## src/rtl/bcd_rtc_scan.sv

```systemverilog
// BCD HH:MM:SS real-time clock with validated load, 12/24 h display conversion
// and a multiplexed common-anode 7-segment scanner.
module bcd_rtc_scan #(
    parameter int NUM_DIGITS = 4,
    parameter int SCAN_DIV   = 50000,
    parameter bit BLANK_LZ   = 1'b1
) (
    input  logic                  clk,
    input  logic                  rst,
    input  logic                  tick_1hz,
    input  logic                  mode12,
    input  logic                  load,
    input  logic [7:0]            ld_hh,
    input  logic [7:0]            ld_mm,
    input  logic [7:0]            ld_ss,
    output logic [7:0]            hh,
    output logic [7:0]            mm,
    output logic [7:0]            ss,
    output logic [7:0]            disp_hh,
    output logic                  pm,
    output logic                  min_pulse,
    output logic                  day_pulse,
    output logic                  load_err,
    output logic [6:0]            seg,
    output logic [NUM_DIGITS-1:0] an
);

    localparam int CW = (SCAN_DIV > 1) ? $clog2(SCAN_DIV) : 1;
    // In 4-digit mode the seconds digits are skipped, so index 0 maps to mm ones.
    localparam logic [2:0] SEL_OFS = (NUM_DIGITS == 4) ? 3'd2 : 3'd0;

    logic [7:0]            hh_q, hh_d, mm_q, mm_d, ss_q, ss_d;
    logic                  min_pulse_q, min_pulse_d, day_pulse_q, day_pulse_d;
    logic                  load_err_q, load_err_d;
    logic [CW-1:0]         scan_cnt_q, scan_cnt_d;
    logic [2:0]            scan_idx_q, scan_idx_d;
    logic [NUM_DIGITS-1:0] an_q, an_d;
    logic [6:0]            seg_q, seg_d;

    logic                  ld_ok, cnt_wrap;
    logic [4:0]            hb, h12;
    logic [7:0]            disp12;
    logic [2:0]            sel;
    logic [3:0]            digit;

    function automatic logic [7:0] inc60(input logic [7:0] v);
        if (v[3:0] == 4'd9)
            inc60 = (v[7:4] == 4'd5) ? 8'h00 : {v[7:4] + 4'd1, 4'd0};
        else
            inc60 = {v[7:4], v[3:0] + 4'd1};
    endfunction

    function automatic logic [7:0] inc_hour(input logic [7:0] v);
        if (v == 8'h23)
            inc_hour = 8'h00;
        else if (v[3:0] == 4'd9)
            inc_hour = {v[7:4] + 4'd1, 4'd0};
        else
            inc_hour = {v[7:4], v[3:0] + 4'd1};
    endfunction

    function automatic logic [6:0] seg_decode(input logic [3:0] d);
        case (d)
            4'd0:    seg_decode = 7'b1000000;
            4'd1:    seg_decode = 7'b1111001;
            4'd2:    seg_decode = 7'b0100100;
            4'd3:    seg_decode = 7'b0110000;
            4'd4:    seg_decode = 7'b0011001;
            4'd5:    seg_decode = 7'b0010010;
            4'd6:    seg_decode = 7'b0000010;
            4'd7:    seg_decode = 7'b1111000;
            4'd8:    seg_decode = 7'b0000000;
            4'd9:    seg_decode = 7'b0010000;
            default: seg_decode = 7'b1111111;
        endcase
    endfunction

    always_comb begin
        ld_ok = (ld_hh[3:0] <= 4'd9) && (ld_hh[7:4] <= 4'd9) && (ld_hh <= 8'h23) &&
                (ld_mm[3:0] <= 4'd9) && (ld_mm[7:4] <= 4'd9) && (ld_mm <= 8'h59) &&
                (ld_ss[3:0] <= 4'd9) && (ld_ss[7:4] <= 4'd9) && (ld_ss <= 8'h59);
        hh_d        = hh_q;
        mm_d        = mm_q;
        ss_d        = ss_q;
        min_pulse_d = 1'b0;
        day_pulse_d = 1'b0;
        load_err_d  = 1'b0;
        // A load always takes the cycle; a coincident tick is dropped.
        if (load) begin
            if (ld_ok) begin
                hh_d = ld_hh;
                mm_d = ld_mm;
                ss_d = ld_ss;
            end else begin
                load_err_d = 1'b1;
            end
        end else if (tick_1hz) begin
            ss_d = inc60(ss_q);
            if (ss_q == 8'h59) begin
                min_pulse_d = 1'b1;
                mm_d        = inc60(mm_q);
                if (mm_q == 8'h59) begin
                    hh_d        = inc_hour(hh_q);
                    day_pulse_d = (hh_q == 8'h23);
                end
            end
        end
    end

    always_comb begin
        hb     = {1'b0, hh_q[7:4]} * 5'd10 + {1'b0, hh_q[3:0]};
        h12    = (hb == 5'd0) ? 5'd12 : ((hb > 5'd12) ? hb - 5'd12 : hb);
        disp12 = (h12 >= 5'd10) ? {4'd1, 4'(h12 - 5'd10)} : {4'd0, h12[3:0]};
    end

    assign disp_hh = mode12 ? disp12 : hh_q;
    assign pm      = (hh_q >= 8'h12);

    always_comb begin
        cnt_wrap   = (scan_cnt_q == CW'(SCAN_DIV - 1));
        scan_cnt_d = cnt_wrap ? '0 : scan_cnt_q + 1'b1;
        scan_idx_d = scan_idx_q;
        if (cnt_wrap)
            scan_idx_d = (scan_idx_q == 3'(NUM_DIGITS - 1)) ? 3'd0 : scan_idx_q + 3'd1;
        an_d = ~(NUM_DIGITS'(1) << scan_idx_q);
        sel  = scan_idx_q + SEL_OFS;
        case (sel)
            3'd0:    digit = ss_q[3:0];
            3'd1:    digit = ss_q[7:4];
            3'd2:    digit = mm_q[3:0];
            3'd3:    digit = mm_q[7:4];
            3'd4:    digit = disp_hh[3:0];
            default: digit = disp_hh[7:4];
        endcase
        seg_d = (BLANK_LZ && (sel == 3'd5) && (digit == 4'd0)) ? 7'h7F : seg_decode(digit);
    end

    always_ff @(posedge clk) begin
        if (rst) begin
            hh_q        <= 8'h00;
            mm_q        <= 8'h00;
            ss_q        <= 8'h00;
            min_pulse_q <= 1'b0;
            day_pulse_q <= 1'b0;
            load_err_q  <= 1'b0;
            scan_cnt_q  <= '0;
            scan_idx_q  <= 3'd0;
            an_q        <= '1;
            seg_q       <= 7'h7F;
        end else begin
            hh_q        <= hh_d;
            mm_q        <= mm_d;
            ss_q        <= ss_d;
            min_pulse_q <= min_pulse_d;
            day_pulse_q <= day_pulse_d;
            load_err_q  <= load_err_d;
            scan_cnt_q  <= scan_cnt_d;
            scan_idx_q  <= scan_idx_d;
            an_q        <= an_d;
            seg_q       <= seg_d;
        end
    end

    assign hh        = hh_q;
    assign mm        = mm_q;
    assign ss        = ss_q;
    assign min_pulse = min_pulse_q;
    assign day_pulse = day_pulse_q;
    assign load_err  = load_err_q;
    assign seg       = seg_q;
    assign an        = an_q;

endmodule
```

## config.mk

```make
export PLATFORM = sky130hd
export DESIGN_NAME = bcd_rtc_scan
export DESIGN_NICKNAME = d
export VERILOG_FILES = /design/src/rtl/bcd_rtc_scan.sv
export SDC_FILE = /design/constraint.sdc
export NUM_CORES = 1
export LEC_CHECK = 0
export CAP_MARGIN = 20
export CORE_MARGIN = 5
export CORE_UTILIZATION = 33
export CTS_CLUSTER_SIZE = 10
export DETAILED_ROUTE_END_ITERATION = 8
export GPL_TIMING_DRIVEN = 0
export MAX_ROUTING_LAYER = met4
export PLACE_DENSITY = 0.57
export SKIP_LAST_GASP = 1
export SYNTH_ARGS = -nofsm -noshare
export SYNTH_HDL_FRONTEND = slang
export SYNTH_SLANG_ARGS = --single-unit
```

## constraint.sdc

```tcl
create_clock -name clk -period 9.21 [get_ports clk]
set_clock_uncertainty 0.05 [all_clocks]
set_input_delay 0.921 -clock clk [delete_from_list [all_inputs] [get_ports clk]]
set_output_delay 0.921 -clock clk [all_outputs]
set_load 0.02 [all_outputs]
```

======== After elaboration in Yosys (flattened, before gate mapping) ========
Memory sizes are Yosys's and may differ from the RTL's. A register that Yosys moved wholly into a read port is not among the register bits.
Index checks and enable logic that the tools add are counted.
word-level totals
  register bits ........................... 50
  memory bits (read-only) ................. 112
  input bits .............................. 29
  output and inout bits ................... 47
  word-level logic and storage cells ...... 115
  memories kept ........................... 1
memories
  memory            depth  width  rd ports  clocked after Yosys merged registers in  wr ports  line  RTL
  (name not given)  16     7      1         1                                        0         63    case (d)
cells by class
  add/sub/neg operators ................... 12
  multipliers ............................. 1
  magnitude comparators ................... 12
  equality and inequality tests ........... 16
  shift operators ......................... 1
  muxes and demuxes ....................... 26
  bitwise operators ....................... 5
  reduce and logical (&&, ||, !) cells .... 29
operators with widths
  cell                   number
  $mux 8                 19
  $add 4x1->4 const B    6
  $le 4x4->1 const B     6
  $pmux 4 s5             1
  $add 16x1->16 const B  1
  $eq 16x16->1 const B   1
  $eq 8x7->1 const B     2
  $le 8x7->1 const B     2
  $mux 5                 3
  $eq 4x4->1 const B     3
  $reduce_bool 2->1      5
  $eq 3x2->1 const B     3
  $logic_and 1x1->1      9
  $eq 4x3->1 const B     2
  $eq 8x6->1 const B     1
  $ge 8x5->1 const B     1
  $le 8x6->1 const B     1
  $reduce_and 4->1       2
  $eq 3x3->1 const B     2
  $reduce_and 3->1       2
  $reduce_or 2->1        3
  $add 5x4->5            1
  $ge 5x4->1 const B     1
  $gt 5x4->1 const B     1
  other kinds (20)       24

======== Logic depth before layout (Yosys ltp) ========
Gate-level depths: netlist (run 1).
  word-level depth ........................ 12
  gate-level depth with buffers ........... 18
  gate-level depth less buffers ........... 17

======== Worst setup path before layout (run 1) ========
Ideal clock, no wire load.
  path type ............................... register -> output
  start ................................... register hh_q[4], in the netlist hh[4]
  end ..................................... output port disp_hh[1]
  data arrival time ....................... 3.378 ns
  data required time ...................... 8.239 ns
  setup slack ............................. 4.861 ns
  stages on the path, launching flop included .. 12
  cells stage by stage .................... dfxtp_1 ha_1 ha_1 a21oi_1 a21o_2 a31oi_1 a41oi_1 ha_1 clkbuf_1 nor4_1 a41o_1 or3_2
on the way
  word-level cells in the longest chain between the ends .. 8
  elaborated cells on any way between the ends .. 11
  classes of those cells .................. 3 x add/sub; 1 x mul; 2 x order compare; 4 x mux; 1 x reduce/logical
RTL lines
  what                                       line  RTL
  start: declaration                         32    logic [7:0] hh_q, hh_d, mm_q, mm_d, ss_q, ss_d;
  start signal: assignment                   151   hh_q <= hh_d;
  $mul 4x3->4 (*)                            111   hb = {1'b0, hh_q[7:4]} * 5'd10 + {1'b0, hh_q[3:0]};
  $add 5x4->5 (*)                            111
  $sub 5x4->5 or $gt 5x4->1 (tied branches)  112   h12 = (hb == 5'd0) ? 5'd12 : ((hb > 5'd12) ? hb - 5'd12 : hb);
  $mux 5                                     112
  $mux 5 (*)                                 112
  $sub 4x4->4 or $ge 5x4->1 (tied branches)  113   disp12 = (h12 >= 5'd10) ? {4'd1, 4'(h12 - 5'd10)} : {4'd0, h12[3:0]};
  $mux 5 (*)                                 113
  $mux 8 (*)                                 116   assign disp_hh = mode12 ? disp12 : hh_q;
  end: declaration                           19    output logic [7:0] disp_hh,
Every way passes the cells marked *; elsewhere a longest branch is shown, timed or not.

======== Final worst setup path (run 1) ========
Same ends and word-level chain as after synthesis.

==> impl_metrics.py, run 1 <==
metrics = {
    "status": {
        "status": "complete, no violations",
    },
    "setup_path": {
        "crit_slowest_cell": "dfxtp_1",
        "cp_common_cell": "ha_1",
        "cp-end-kind": "output pin",
        "required_ps": 8240,
        "worst-path-max-fanout": 10,
        "crit_arrival_ps": 4550,
        "crit_path_max_incr_delay_ps": 550,
        "path_cells": "ha_1 > ha_1 > a21oi_1 > a21o_2 > a31oi_1 > a41oi_1 > ha_1 > clkbuf_1 > nor4_1 > a41o_1 > or3_2 > clkdlybuf4s50_1",
        "critPathKind": "reg2out",
        "startpoint_type": "flip-flop",
    },
    "pwr": {
        "irDropWorstVdd_uv": 89.85,
        "total_power_uw": 682.6,
        "cellLeakagePower_nw": 1.933,
        "p_per_area_nw_per_um2": 136.2,
    },
    "synth": {
        "synth_fa_ha_area_share_pct": 9.176,
        "yosys-top-cells-area": "dfxtp_1 (30%), ha_1 (8.6%), nor2_1 (6.3%), nand2_1 (4.9%), a21oi_1 (4.4%)",
        "synth_top_family_by_area": "simple AND/OR/NAND/NOR gates",
        "synth_nets": 535,
        "yosysMostFrequentCell": "nor2_1",
        "async_reset_ff_share_pct": 0,
        "synth_common_cells": "nor2_1 (63), dfxtp_1 (57), nand2_1 (49)",
        "synthFlopType": "dfxtp_1",
        "ys_seq_area_share_pct": 30.32,
        "yosys.area_share.simple_pct": 26.06,
        "synth_compound_area_share_pct": 24.10,
        "synth_edf_count": 0,
        "synth_seq_cells": 57,
        "syn_area_sq_um": 3764,
        "synthMuxAreaShare_pct": 1.064,
        "ys_types": 63,
        "synth_xor_area_share_pct": 4.588,
        "syn_area_per_cell_sq_um": 7.857,
        "yosys_warnings": 0,
        "synth_area_leader_cell": "dfxtp_1",
        "syn_inst": 479,
        "yosys.area.top_type_share_pct": 30.32,
    },
    "floorplan": {
        "die_w_um": 116.8,
        "coreArea_sq_um": 11320,
        "die_h_um": 116.8,
        "num_io_pins": 76,
        "row_count": 39,
        "start_util_pct": 33.24,
        "dieArea_sq_um": 13640,
    },
    "min_path": {
        "min_path_type": "reg2reg",
    },
    "clock_tree": {
        "cts_buffers": 9,
        "clock_latency_ps": 330,
        "cts_resized": 0,
        "htreeDepth": 3,
        "cts_tree": "done",
        "clkTransAtPathRegs_ps": 60,
        "root_buffer": "clkbuf_16",
        "postCtsSetupRepairBufs": 0,
        "cts_hold_buf": 0,
        "clockBufferDepth": 2,
        "cts_sinks": 57,
    },
    "timing": {
        "setup_tns_ps": 0,
        "worst_pin_slew_ps": 700.9,
        "rsz0062_at_grt": "false",
        "hold_viol_final": 0,
        "finalCritPeriodShare_pct": 60.00,
        "drv_slew": 0,
        "fmax_ghz": 0.1810,
        "fin_hold_ws_ps": 409.4,
        "min_period_ps": 5526,
        "max-slew-margin-rel_pct": 53.28,
        "setup_viol": 0,
    },
    "final_layout": {
        "nets": 620,
        "syn_to_final_growth_pct": 33.21,
        "num_antenna_cells": 0,
        "multiInputGateArea_sq_um": 2446,
        "ff_latch_area_sq_um": 1141,
        "fillers": 1161,
        "drive_gt1_share_pct": 5.624,
    },
    "detailed_routing": {
        "drc_errors": 0,
        "vias_per_cell": 5.382,
        "wirelength_um": 11320,
        "dr.pass1.iters": 4,
        "wl_per_cell_um": 15.90,
        "drt_iter0_drc": 187,
        "vias": 3832,
        "ant_nets": 0,
    },
    "global_route": {
        "antenna_found_initial": 0,
        "grt_use_total_pct": 17.61,
        "grt_max_degree": 11,
        "overflow": 0,
        "grt_pass1_wl_um": 18510,
        "grt_pass1_vias": 3769,
    },
    "place": {
        "dp_hpwl_um": 8607,
        "portBuffers": 74,
        "place_congestion": 0.8952,
    },
    "job": {
        "maxCapViolCount": 0,
    },
}
-- critical path: cells and delay by family (launching register included) --
kind | cells | cell delay (ps)
AO/OA/AOI/OAI | 5 | 1360
adder cells (fa/ha/maj) | 3 | 870
buffers and inverters | 2 | 820
flip-flops | 1 | 550
AND/OR/NAND/NOR | 2 | 620
-- per-stage QoR --
stage | util, % | cells | setup slack [ps] | area [sq um]
after floorplan | - | 479 | 4861 | 3764
after global placement | 41.37 | 696 | 4088 | 4683
after detailed placement | 41.37 | 696 | 4082 | 4683
after CTS | 44.29 | 712 | 3716 | 5014
after global routing | 44.29 | 712 | 3449 | 5014
final | 44.29 | 712 | 3684 | 5014
-- cell usage in the layout (no fill, tap or decap), drive strengths merged, types with 3 or more instances in the layout --
cell           synthesis  routed
o21ai                 23      23
and3                  12      12
a21oi                 33      33
nand2                 49      49
a211oi                12      12
xor2                   9       9
nor3                  15      15
or3                    4       4
nand4                  5       5
a31oi                  6       6
nor2                  63      63
xnor2                  7       7
clkinv                 1       3
o211ai                 4       4
a22oi                 18      18
clkbuf                17      28
nor4b                  3       3
o221ai                 5       5
o41ai                  3       3
mux2i                  4       4
nor4                   8       8
a41oi                  3       3
nor2b                  5       5
inv                   25      25
clkdlybuf4s50          0      74
o31ai                  6       6
dfxtp                 57      57
ha                    26      26
nand2b                 3       3
and3b                  3       3
nand3                 21      21
-- worst paths after layout --
kind / from / end / slack [ps] / cells past startpoint
min reg2reg: scan_cnt_q[0] / scan_cnt_q[0] / 410 / 1
max: hh[4] / disp_hh[1] / 3680 / 12
min: scan_cnt_q[0] / scan_cnt_q[0] / 410 / 1
max reg2reg: hh[4] / seg[5] / 4280 / 16
-- flip-flops by register name (all words and copies together), names as in the netlist --
name        count
seg             7
scan_cnt_q     16
mm              8
load_err        1
day_pulse       1
ss              8
scan_idx_q      3
an              4
min_pulse       1
hh              8
-- power by group --
part	switching (mW)	internal, mW	total, mW	leakage [nW]
clock	0.116	0.250	0.366	0.162
combinational	0.0320	0.0282	0.0603	1.31
sequential	0.00463	0.252	0.256	0.464
total	0.152	0.530	0.683	1.93
-- logic make-up (layout without fill, tap and decap cells) --
family | Yosys count | in the layout
flip-flops | 57 | 57
AO/OA/AOI/OAI | 132 | 132
adder cells (fa/ha/maj) | 27 | 27
buffers and inverters | 45 | 135
AND/OR/NAND/NOR | 197 | 197
multiplexers | 4 | 4
XOR/XNOR | 17 | 17
-- area by class of cell --
class                   instances  share of cell area [%]
inverters                      26                   1.947
repair buffers                 74                   14.77
flip-flops and latches         57                   22.76
plain buffers                  19                   1.572
multi-input cells             377                   48.79
clock inverters                 5                   1.547
well taps                     143                   3.569
clock buffers                  11                   5.041
-- metal layers --
metal | vias up | track usage (%) | share of wire (%) | wire [um]
li1 | 1922 | - | - | -
met4 | 0 | 4.281 | 1.0 | 116
met3 | 9 | 3.033 | 4.6 | 521
met1 | 1801 | 23.89 | 48 | 5448
met5 | - | - | 0 | 0
met2 | 100 | 27.42 | 46 | 5233
(Power assumes the default switching activity.)
==> run 2, diff against run 1 <==
- PLACE_DENSITY: 0.57 -> 0.59
- clock period: 9.21 -> 4.85 ns (I/O delays scaled with it)
==> impl_metrics.py, run 2 (synthesized netlist as in run 1, its figures left out) <==
metrics = {
    "final_layout": {
        "final_common_cell": "clkdlybuf4s50_1",
        "num_antenna_cells": 0,
        "regMostFlops": "scan_cnt_q",
        "drive_gt1_share_pct": 6.173,
        "largest_reg_flops": 16,
        "final_cell_mix": "clkdlybuf4s50_1 (73), nor2_1 (63), dfxtp_1 (55), nand2_1 (49), a21oi_1 (32)",
        "fillers": 1167,
        "syn_to_final_growth_pct": 32.35,
        "nets": 619,
        "final_util_pct": 44.00,
        "stdcell_count": 710,
    },
    "setup_path": {
        "startpoint_type": "flip-flop",
        "critPathBufInv": 2,
        "r2r_slack_ps": 320,
        "r2r-end": "seg[3]",
        "cp-startpoint": "hh[1]",
        "cp-end-kind": "output pin",
        "crit_arrival_ps": 4150,
        "crit_slowest_cell": "clkdlybuf4s50_1",
        "path_depth": 13,
        "reg2reg_from": "hh[4]",
        "cp_common_cell": "ha_1",
        "r2r_cells": 15,
        "endpoint": "disp_hh[1]",
        "worst-path-max-fanout": 9,
        "path_cells": "ha_1 > fa_1 > xor2_2 > inv_2 > ha_1 > nand2_1 > a31oi_1 > a41oi_2 > ha_1 > nor4_1 > a41o_1 > or3_2 > clkdlybuf4s50_1",
        "critPathKind": "reg2out",
        "crit_path_max_incr_delay_ps": 550,
        "crit_family": "adder cells",
        "required_ps": 4320,
    },
    "floorplan": {
        "die_w_um": 116.8,
        "row_count": 39,
        "coreArea_sq_um": 11320,
        "dieArea_sq_um": 13640,
        "start_util_pct": 33.24,
        "num_io_pins": 76,
        "die_h_um": 116.8,
    },
    "detailed_routing": {
        "wl_met3_um": 627,
        "route.met2.wl_um": 5159,
        "drc_errors": 0,
        "vias": 3889,
        "wl_met1_um": 5166,
        "wl_per_cell_um": 15.64,
        "wirelength_um": 11100,
        "ant_nets": 0,
        "dr.pass1.iters": 5,
        "vias_per_cell": 5.477,
        "top_layer": "met4",
        "drt_iter0_drc": 253,
    },
    "timing": {
        "drv_slew": 0,
        "worst_pin_slew_ps": 692.4,
        "rsz0062_at_grt": "true",
        "min_period_ps": 4687,
        "max-slew-margin-rel_pct": 53.84,
        "setup_viol": 0,
        "hold_viol_final": 0,
        "fin_hold_ws_ps": 413.4,
        "fmax_ghz": 0.2134,
        "finalCritPeriodShare_pct": 96.63,
    },
    "pwr": {
        "combPwrFrac_pct": 9.4,
        "power_frac_seq_pct": 40.3,
        "p_int_uw": 922.0,
        "total_power_mw": 1.210,
        "pwr-share-clk_pct": 50.4,
        "irDropWorstVdd_uv": 185.4,
        "p_per_area_nw_per_um2": 242.9,
        "switching_share_pct": 23.79,
        "cellLeakagePower_nw": 1.923,
        "switchingPower_uw": 287.8,
    },
    "status": {
        "status": "complete, no violations",
    },
    "clock_tree": {
        "cts_hold_buf": 0,
        "postCtsSetupRepairBufs": 0,
        "cts_tree": "done",
        "htreeDepth": 3,
        "clockBufferDepth": 2,
        "cts_buffers": 9,
        "clkTransAtPathRegs_ps": 50,
        "clock_latency_ps": 330,
        "cts_sinks": 57,
        "root_buffer": "clkbuf_16",
    },
    "job": {
        "maxCapViolCount": 0,
    },
    "global_route": {
        "grt_pass1_vias": 3809,
        "grt_max_degree": 11,
        "overflow": 0,
        "grt_use_total_pct": 17.19,
        "grt_pass1_wl_um": 18260,
        "antenna_found_initial": 0,
    },
    "place": {
        "place_inst": 696,
        "dp_hpwl_um": 8539,
        "portBuffers": 74,
        "place_congestion": 0.8787,
    },
    "min_path": {
        "min_path_type": "reg2reg",
    },
}
==> run 2: how the worst min path moves through the flow <==
stage                        from       endpoint  slack [ps]  depth (start not counted)
global placement    scan_cnt_q[0]  scan_cnt_q[0]         400                          1
detailed placement  scan_cnt_q[0]  scan_cnt_q[0]         400                          1
floorplan           scan_cnt_q[0]  scan_cnt_q[0]         380                          1
CTS                 scan_cnt_q[0]  scan_cnt_q[0]         420                          1
global route        scan_cnt_q[0]  scan_cnt_q[0]         450                          1
finish              scan_cnt_q[0]  scan_cnt_q[0]         410                          1
==> run 2: repair_timing <==
action / 4_1_cts / 5_1_grt
gates cloned: 0 / 0
pin swaps: 0 / 0
setup endpoints to repair: 8 / 8
gates resized for setup: 4 / 1
==> run 2: final cells by class <==
cell class                      instances  area, sq um  share of cell area [%]
Buffer                                 18        75.07                   1.507
Clock buffer                            9        225.2                   4.521
Clock inverter                          6        60.06                   1.206
Inverter                               26        97.59                   1.959
Multi-Input combinational cell        377         2457                   49.33
Sequential cell                        57         1144                   22.96
Tap cell                              143        178.9                   3.592
Timing Repair Buffer                   74        743.2                   14.92
==> run 2: power groups by stage <==
stage	sequential [mW]	combinational (mW)	clock, mW
3_5_place_dp	0.496	0.113	0
4_1_cts	0.487	0.114	0.622
5_1_grt	0.488	0.124	0.638
6_report	0.487	0.113	0.609
2_1_floorplan	0.503	0.0464	0
3_3_place_gp	0.496	0.113	0
==> run 2: metal layers <==
layer	up-vias	track usage, %
met3	15	2.931
li1	1917	-
met1	1822	22.65
met2	135	27.38
met5	-	-
met4	0	4.587
==> run 2: metrics by stage <==
| stage | setup slack (ps) | TNS, ps | instance area [sq um] |
|---|---|---|---|
| after global placement | 57.59 | 0 | 4683 |
| after detailed placement | -14.55 | -17.33 | 4683 |
| after CTS | 45.75 | 0 | 4982 |
| final | 163.2 | 0 | 4981 |
| after global routing | -0.3393 | -0.3393 | 4981 |
| after floorplan | 532.9 | 0 | 3764 |
